File: src/rtl/prog_mem_pkg.sv
// Shared types and instruction-format constants for the loadable program memory.
// Instruction word: {2b, 4b op, 12b, 12b, 12b}.
package prog_mem_pkg;

    typedef enum logic [1:0] {
        StEmpty,
        StLoad,
        StRun,
        StOvf
    } prog_state_e;

    localparam int unsigned INSN_W  = 42;
    localparam int unsigned OP_LSB  = 36;
    localparam int unsigned OP_W    = 4;
    localparam int unsigned FIELD_W = 12;
    localparam int unsigned FA_LSB  = 24;
    localparam int unsigned FB_LSB  = 12;
    localparam int unsigned FC_LSB  = 0;

    localparam logic [OP_W-1:0] OP_NOP = 4'h0;
    localparam logic [OP_W-1:0] OP_MOV = 4'h1;
    localparam logic [OP_W-1:0] OP_JMP = 4'h2;
    localparam logic [OP_W-1:0] OP_NOT = 4'h3;

    localparam logic [INSN_W-1:0] NOP_WORD = '0;

    function automatic logic [OP_W-1:0] insn_op(input logic [INSN_W-1:0] w);
        return w[OP_LSB +: OP_W];
    endfunction

endpackage

File: src/rtl/prog_mem_ram.sv
// Simple dual-port RAM: synchronous write, synchronous read with a hold-on-idle read register.
// Array contents are not reset; only the read register is.
module prog_mem_ram #(
    parameter int unsigned WIDTH  = 42,
    parameter int unsigned ADDR_W = 4
) (
    input  logic              clk_i,
    input  logic              rst_i,
    input  logic              we_i,
    input  logic [ADDR_W-1:0] waddr_i,
    input  logic [WIDTH-1:0]  wdata_i,
    input  logic              re_i,
    input  logic [ADDR_W-1:0] raddr_i,
    output logic [WIDTH-1:0]  rdata_o
);

    localparam int unsigned DEPTH = 1 << ADDR_W;

    logic [WIDTH-1:0] mem_q [DEPTH];
    logic [WIDTH-1:0] rd_d, rd_q;

    always_ff @(posedge clk_i) begin
        if (we_i) begin
            mem_q[waddr_i] <= wdata_i;
        end
    end

    always_comb begin
        rd_d = rd_q;
        if (re_i) begin
            rd_d = mem_q[raddr_i];
        end
    end

    always_ff @(posedge clk_i or posedge rst_i) begin
        if (rst_i) begin
            rd_q <= '0;
        end else begin
            rd_q <= rd_d;
        end
    end

    assign rdata_o = rd_q;

endmodule

File: src/rtl/prog_mem_loadable.sv
// Run-time loadable program memory: valid/ready loader port plus registered fetch port.
// Define PROG_MEM_PARITY_EN to store an even-parity bit per word and expose line_perr.
module prog_mem_loadable
    import prog_mem_pkg::*;
#(
    parameter int unsigned       DATA_W = INSN_W,
    parameter int unsigned       ADDR_W = 4,
    parameter logic [DATA_W-1:0] NOP_W  = DATA_W'(NOP_WORD)
) (
    input  logic                     clk,
    input  logic                     rst,
    input  logic                     ld_valid,
    output logic                     ld_ready,
    input  logic [DATA_W-1:0]        ld_data,
    input  logic                     ld_last,
    input  logic                     ld_abort,
    input  logic                     fetch_req,
    input  logic [ADDR_W-1:0]        fetch_addr,
    output logic                     fetch_ready,
    output logic                     line_valid,
    output logic [ADDR_W+DATA_W-1:0] line,
    output logic                     fetch_oob,
    output logic [ADDR_W:0]          prog_len,
    output logic                     running,
    output logic                     ld_err
`ifdef PROG_MEM_PARITY_EN
    ,
    output logic                     line_perr
`endif
);

    localparam int unsigned DEPTH = 1 << ADDR_W;
`ifdef PROG_MEM_PARITY_EN
    localparam int unsigned PAR_W = 1;
`else
    localparam int unsigned PAR_W = 0;
`endif
    localparam int unsigned RAM_W = DATA_W + PAR_W;

    prog_state_e       state_d, state_q;
    logic [ADDR_W-1:0] wr_ptr_d, wr_ptr_q;
    logic [ADDR_W:0]   prog_len_d, prog_len_q;
    logic              line_valid_d, line_valid_q;
    logic [ADDR_W-1:0] line_addr_d, line_addr_q;
    logic              oob_d, oob_q;

    logic              ld_acc, fetch_acc;
    logic [ADDR_W-1:0] wr_addr;
    logic [RAM_W-1:0]  wr_data, rd_data;

    always_comb begin
        ld_ready    = (state_q != StOvf);
        ld_acc      = ld_valid && ld_ready && !ld_abort;
        fetch_ready = (state_q == StRun) && !ld_valid;
        fetch_acc   = fetch_req && fetch_ready;
        // Only an ongoing load continues at wr_ptr; a load from EMPTY or RUN starts at 0.
        wr_addr     = (state_q == StLoad) ? wr_ptr_q : '0;
    end

`ifdef PROG_MEM_PARITY_EN
    assign wr_data = {^ld_data, ld_data};
`else
    assign wr_data = ld_data;
`endif

    always_comb begin
        state_d    = state_q;
        wr_ptr_d   = wr_ptr_q;
        prog_len_d = prog_len_q;
        if (ld_abort) begin
            state_d    = StEmpty;
            wr_ptr_d   = '0;
            prog_len_d = '0;
        end else if (ld_acc) begin
            wr_ptr_d = wr_addr + ADDR_W'(1);
            unique case (state_q)
                StLoad: begin
                    if (ld_last) begin
                        state_d    = StRun;
                        prog_len_d = {1'b0, wr_ptr_q} + (ADDR_W + 1)'(1);
                    end else if (wr_ptr_q == ADDR_W'(DEPTH - 1)) begin
                        state_d = StOvf;
                    end
                end
                default: begin
                    state_d    = ld_last ? StRun : StLoad;
                    prog_len_d = ld_last ? (ADDR_W + 1)'(1) : '0;
                end
            endcase
        end
    end

    always_comb begin
        line_valid_d = fetch_acc;
        line_addr_d  = line_addr_q;
        oob_d        = oob_q;
        if (fetch_acc) begin
            line_addr_d = fetch_addr;
            oob_d       = ({1'b0, fetch_addr} >= prog_len_q);
        end
    end

    always_ff @(posedge clk or posedge rst) begin
        if (rst) begin
            state_q      <= StEmpty;
            wr_ptr_q     <= '0;
            prog_len_q   <= '0;
            line_valid_q <= 1'b0;
            line_addr_q  <= '0;
            oob_q        <= 1'b0;
        end else begin
            state_q      <= state_d;
            wr_ptr_q     <= wr_ptr_d;
            prog_len_q   <= prog_len_d;
            line_valid_q <= line_valid_d;
            line_addr_q  <= line_addr_d;
            oob_q        <= oob_d;
        end
    end

    prog_mem_ram #(
        .WIDTH  (RAM_W),
        .ADDR_W (ADDR_W)
    ) u_ram (
        .clk_i   (clk),
        .rst_i   (rst),
        .we_i    (ld_acc),
        .waddr_i (wr_addr),
        .wdata_i (wr_data),
        .re_i    (fetch_acc),
        .raddr_i (fetch_addr),
        .rdata_o (rd_data)
    );

    assign line_valid = line_valid_q;
    assign line       = {line_addr_q, oob_q ? NOP_W : rd_data[DATA_W-1:0]};
    assign fetch_oob  = line_valid_q && oob_q;
    assign prog_len   = prog_len_q;
    assign running    = (state_q == StRun);
    assign ld_err     = (state_q == StOvf);

`ifdef PROG_MEM_PARITY_EN
    assign line_perr  = line_valid_q && !oob_q && (^rd_data);
`endif

endmodule

File: config.mk
export PLATFORM = sky130hd
export DESIGN_NAME = prog_mem_loadable
export DESIGN_NICKNAME = d
export VERILOG_FILES = /design/src/rtl/prog_mem_pkg.sv /design/src/rtl/prog_mem_ram.sv /design/src/rtl/prog_mem_loadable.sv
export SDC_FILE = /design/constraint.sdc
export NUM_CORES = 1
export LEC_CHECK = 0
export BUFFER_PORTS_ARGS = -buffer_cell sky130_fd_sc_hd__clkbuf_2
export CORE_MARGIN = 2
export CORE_UTILIZATION = 25
export DETAILED_ROUTE_END_ITERATION = 7
export PLACE_DENSITY = 0.48
export REMOVE_ABC_BUFFERS = 1
export SETUP_SLACK_MARGIN = 0.2
export SYNTH_ARGS = -nofsm -noshare
export SYNTH_HDL_FRONTEND = slang
export SYNTH_SLANG_ARGS = --single-unit
File: constraint.sdc
create_clock -name clk -period 4.6 [get_ports clk]
set_clock_uncertainty 0.2 [all_clocks]
set_input_delay 0.23 -clock clk [delete_from_list [all_inputs] [get_ports clk]]
set_output_delay 0.23 -clock clk [all_outputs]
set_load 0.05 [all_outputs]
### Word-level counts from Yosys, hierarchy flattened

Memory sizes are Yosys's and may differ from the RTL's. A register that Yosys moved wholly into a read port is not among the register bits.
Cells that the tools add are included.

| word-level totals | value |
|---|---|
| register bits | 17 |
| bits in latches | 0 |
| RAM bits | 672 |
| memory bits (read-only) | 0 |
| input port bits | 52 |
| output and inout port bits | 57 |
| logic and storage cells | 44 |
| memories | 1 |

| cells by class | value |
|---|---|
| $add $sub $neg | 2 |
| multipliers | 0 |
| div/mod/pow operators | 0 |
| order comparisons | 1 |
| equal/unequal tests | 7 |
| shift-type cells | 0 |
| multiplexer cells | 17 |
| bitwise gates (word level) | 0 |
| reduce and logical (&&, ||, !) cells | 10 |

Memories:

| memory | words | width | read ports | clocked after memory_dff | write ports | RTL line | text |
|---|---|---|---|---|---|---|---|
| u_ram.mem_q | 16 | 42 | 1 | 1 | 1 | prog_mem_ram.sv:19 | `logic [WIDTH-1:0] mem_q [DEPTH];` |

Operators by type and width:

| operator | count |
|---|---|
| 42-bit two-way mux | 1 |
| 5-bit two-way mux | 4 |
| 2-bit two-way mux | 6 |
| 4-bit two-way mux | 3 |
| 4-bit by 1-bit adder with 5-bit output, second input constant | 1 |
| 4-bit by 5-bit >= comparator with 1-bit output | 1 |
| 1-bit logical AND | 5 |
| 4-bit by 1-bit adder with 4-bit output, second input constant | 1 |
| 2-bit equality test, second input constant | 2 |
| 4-bit equality test, second input constant | 1 |
| 4-bit by 3-bit != test with 1-bit output, second input constant | 1 |
| 2-bit AND reduction | 2 |
| 1-bit two-way mux | 3 |
| 3-bit != test, second input constant | 1 |
| 2-bit by 1-bit equality test with 1-bit output, second input constant | 1 |
| 1-bit logical NOT | 2 |
| 2-bit != test, second input constant | 1 |
| 2-bit nonzero test | 1 |

### Logic depth before layout (Yosys ltp)

| depth | value |
|---|---|
| word-level depth | 6 |
| mapped depth | 11 |
| depth with buffers taken out | 7 |

### By module

From an unflattened synthesis, not the netlist that was laid out.

| unflattened totals | value |
|---|---|
| cells, all modules | 1,294 |
| area total of the unflattened synthesis | 28,212.1 um^2 |

By module, submodules not included:

| module | instances | cells each | area each (um^2) |
|---|---|---|---|
| prog_mem_ram | 1 | 1,143 | 26,924.6 |
| prog_mem_loadable | 1 | 151 | 1,287.5 |

### Worst setup path before layout

No wires, ideal clock.

| path | value |
|---|---|
| path type | flip-flop to flip-flop |
| from | reg state_q[1] |
| to | mem u_ram.mem_q[15][0] (enable) |
| data arrival time | 3,608 ps |
| data required time | 3,958 ps |
| slack | 350 ps |
| cell stages (with the launch flop) | 7 |
| path buffers | 1 |
| period minus slack after synthesis | 4,250 ps |
| path through | dfrtp_1 clkbuf_1 nand2_1 inv_1 nor3_1 nand2_1 nor2_1 |

| on the way | value |
|---|---|
| word-level cells in the longest chain between the ends | 5 |
| elaborated cells between the ends (all ways) | 7 |
| those cells by class | eq/ne (2); mux (3); reduce/logical (2) |

Ends and longest elaborated chain:

| what | RTL line | text |
|---|---|---|
| from (decl) | prog_mem_loadable.sv:40 | `prog_state_e state_d, state_q;` |
| from (signal assigned) | prog_mem_loadable.sv:105 | `state_q <= StEmpty;` |
| from (signal assigned) | prog_mem_loadable.sv:112 | `state_q <= state_d;` |
| 2-bit != test | prog_mem_loadable.sv:52 | `ld_ready = (state_q != StOvf);` |
| via ld_ready | prog_mem_loadable.sv:13 | `output logic ld_ready,` |
| 1-bit logical AND (2 in series) | prog_mem_loadable.sv:53 | `ld_acc = ld_valid && ld_ready && !ld_abort;` |
| 1-bit two-way mux | prog_mem_ram.sv:23 | `if (we_i) begin` |
| 1-bit two-way mux (implied by the code) | prog_mem_ram.sv:24 | `mem_q[waddr_i] <= wdata_i;` |
| to (decl) | prog_mem_ram.sv:19 |  |

The timed path passes the listed nets, and every way through them passes these cells.

### Worst setup path in the final report

| path | value |
|---|---|
| from | reg state_q[0] |
| to | mem u_ram.mem_q[9][25] (enable) |

| on the way | value |
|---|---|
| word-level cells in the longest chain between the ends | 5 |
| elaborated cells between the ends (all ways) | 7 |
| those cells by class | eq/ne (2); mux (3); reduce/logical (2) |

Ends and longest elaborated chain:

| what | RTL line |
|---|---|
| 2-bit != test | prog_mem_loadable.sv:52 |
| 1-bit logical AND (2 in series) | prog_mem_loadable.sv:53 |
| 1-bit two-way mux | prog_mem_ram.sv:23 |
| 1-bit two-way mux (implied by the code) | prog_mem_ram.sv:24 |

Several ways; a longest one is shown, not always the timed one.

==> qor.yml <==
status: "finished, final reports clean"
maxCapViolCount: 0
relSlewSlack_pct: 26.69
final_nets: 1577
area_growth_pct: 19.48
io_buffers: 108
drtIter0Drc: 998
cp-end-kind: "flip-flop"
die_w_um: 339.5
track_usage_pct: 12.00
synth-edff-count: 672
cts_tree: "done"
cts-buffers-inserted: 76
tightest_slew_ps: 1099
grt_most_used_layer: "met2"
grt_max_degree: 80
synthDistinctLibCells: 38
fmax_ghz: 0.2968
clk_pin_slew_ps: 60
first_pass_iters: 5
routed_wl_um: 69220
crit_fanout: 17
place_congestion: 0.7743
cts.sinks: 731
vdd_ir_drop_max_mv: 0.2218
tns_ps: 0
drc: 0
met1_usage_pct: 16.33
yosysWarnings: 0
min_period_over_period_pct: 73.25
start_util_pct: 25.12
setup_viol: 0
place_hpwl_um: 40500
hold_viol_final: 0
grt_pass1_wl_um: 101900
cp.required_ps: 4680
vias_per_cell: 4.357
clk_latency_ps: 620
fp.dieH_um: 339.5
ioPinCount: 109
final_util_pct: 30.01
cp_data_arrival_time_ps: 3450
cts_buffer_depth: 3
postSynthCellCount: 1319
grt_pass1_vias: 14280
power-per-cell-area_mw_per_mm2: 439.7
ant_nets: 0
coreArea_sq_mm: 0.1120
cts.htree.levels: 3
rows: 123
fin_crit_ps: 3370
synth-seq-cells: 731
post_cts_buffers: 0
root_buffer: "clkbuf_16"
fillers: 11040
p_leak_nw: 11.01
grt_overflow_total: 0
multi_input_area_sq_mm: 0.006160
crit_type: "flip-flop to flip-flop"
synthArstFlopShare_pct: 8.071
ys_seq_area_share_pct: 76.95
avgSynthCellArea_sq_um: 21.34
hp-class: "primary input to async pin"
rsz0062_at_grt: "no"
dieArea_sq_mm: 0.1153
antenna_found_initial: 4
ys.flop_type: "edfxtp_1"
setup.worst_path.start_class: "flip-flop"
drive_above_1_share_pct: 30.10
grt_use_met3_pct: 2.151
netlist_area_sq_mm: 0.02814
seq_area_sq_mm: 0.02166
drv_slew: 0
wl_per_cell_um: 22.48
grt_use_met2_pct: 20.15
vias: 13410
layer usage:
layer  wire, um  part of all wire (%)
met5         43                 0.062
met4       1108                   1.6
met3       2500                   3.6
met2      34490                    50
met1      31080                    45
layout make-up:
class | instances | share of cell area [%]
inverters | 11 | 0.1302
diodes | 1 | 0.007442
repair buffers | 191 | 4.327
well taps | 1500 | 5.581
flip-flops and latches | 731 | 64.41
multi-input cells | 505 | 18.32
clock buffers | 106 | 6.322
clock inverters | 34 | 0.9079
worst max-delay path, cell delays in order, from the launching register on:
cell and delay (ps):
dfrtp_1 530, nor2b_1 500, nand2_1 230, inv_1 150, ha_1 150, nand2_1 220, nor2_4 620, buf_4 410
cells by family after synthesis:
family / count (synthesis) / share of synthesized area (%)
buf+inv: 83 / 1.672
simple gates: 176 / 3.179
flops: 731 / 76.95
compound gates: 106 / 2.619
xor+xnor: 2 / 0.06225
mux: 212 / 15.12
fa+ha+maj: 9 / 0.4001
registers in the layout (all words and copies together), names as in the netlist:
name and cells:
line_valid 1, u_ram.mem_q 672, oob_q 1, state_q 2, u_ram.rdata_o 42, prog_len 5, wr_ptr_q 4, line_addr_q 4
synth_stat cells (12+ instances only):
| cell type | count | area share (%) |
|---|---|---|
| nand2_1 | 57 | 0.76 |
| o311ai_1 | 15 | 0.47 |
| a22oi_1 | 41 | 1.1 |
| mux2i_1 | 19 | 0.68 |
| edfxtp_1 | 672 | 72 |
| clkbuf_1 | 37 | 0.49 |
| dfrtp_1 | 59 | 5.2 |
| a21oi_1 | 29 | 0.52 |
| mux2_2 | 25 | 1.0 |
| buf_6 | 12 | 0.48 |
| nor2b_1 | 45 | 1.0 |
| nor2_1 | 28 | 0.37 |
| and3_1 | 26 | 0.58 |
| mux4_2 | 168 | 13 |
power by group:
group          internal, mW  switching [mW]
combinational         0.412           0.881
sequential             7.40           0.122
clock                  3.47            2.50
total                  11.3            3.51
metrics by stage:
stage / cell area [sq um] / hold WS (ps) / total power [mW] / setup slack [ps] / std cells
final: 33630 / 54.81 / 14.78 / 1230 / 3079
after global routing: 33620 / 70.50 / 15.36 / 1003 / 3078
after CTS: 33620 / 38.74 / 15.02 / 1177 / 3078
after detailed placement: 30700 / 146.6 / 8.968 / 1185 / 2889
after global placement: 30700 / 148.0 / 8.958 / 1253 / 2889
after floorplan: 27710 / 93.14 / 8.398 / 428.6 / 1247
worst paths after layout:
| path | start | slack, ps | depth (start not counted) | to |
|---|---|---|---|---|
| max | state_q[0]$_DFFE_PP0P_ | 1230 | 7 | u_ram.mem_q[9][25]$_DFFE_PP_ |
| min | rst | 50 | 3 | u_ram.rdata_o[38]$_DFFE_PP0P_ |
| max reg2reg | state_q[0]$_DFFE_PP0P_ | 1230 | 7 | u_ram.mem_q[9][25]$_DFFE_PP_ |
| min reg2reg | u_ram.rdata_o[31]$_DFFE_PP0P_ | 280 | 2 | u_ram.rdata_o[31]$_DFFE_PP0P_ |
| max in group asynchronous | rst | 3220 | 4 | u_ram.rdata_o[12]$_DFFE_PP0P_ |
| min in group clk | fetch_addr[2] | 60 | 3 | line_addr_q[2]$_DFFE_PP0P_ |
timing repair:
item	in CTS	in global routing
hold buffers	49	0
hold endpoints to repair	708	0
resized for setup	0	0
layout by cell type, fill, tap and decap left out, types with 11 or more instances in the layout:
| cell type | count |
|---|---|
| nor2_4 | 19 |
| clkinv_2 | 13 |
| mux2i_1 | 19 |
| a22oi_1 | 41 |
| nor2_1 | 11 |
| buf_4 | 23 |
| clkbuf_16 | 77 |
| mux4_2 | 168 |
| nor2b_1 | 45 |
| a21oi_1 | 29 |
| o311ai_1 | 15 |
| nand2_1 | 57 |
| clkbuf_2 | 105 |
| and3_1 | 26 |
| edfxtp_1 | 672 |
| clkbuf_1 | 20 |
| buf_12 | 12 |
| dfrtp_1 | 58 |
| mux2_2 | 25 |
| dlygate4sd3_1 | 49 |
Power figures use the tool's default switching activity.
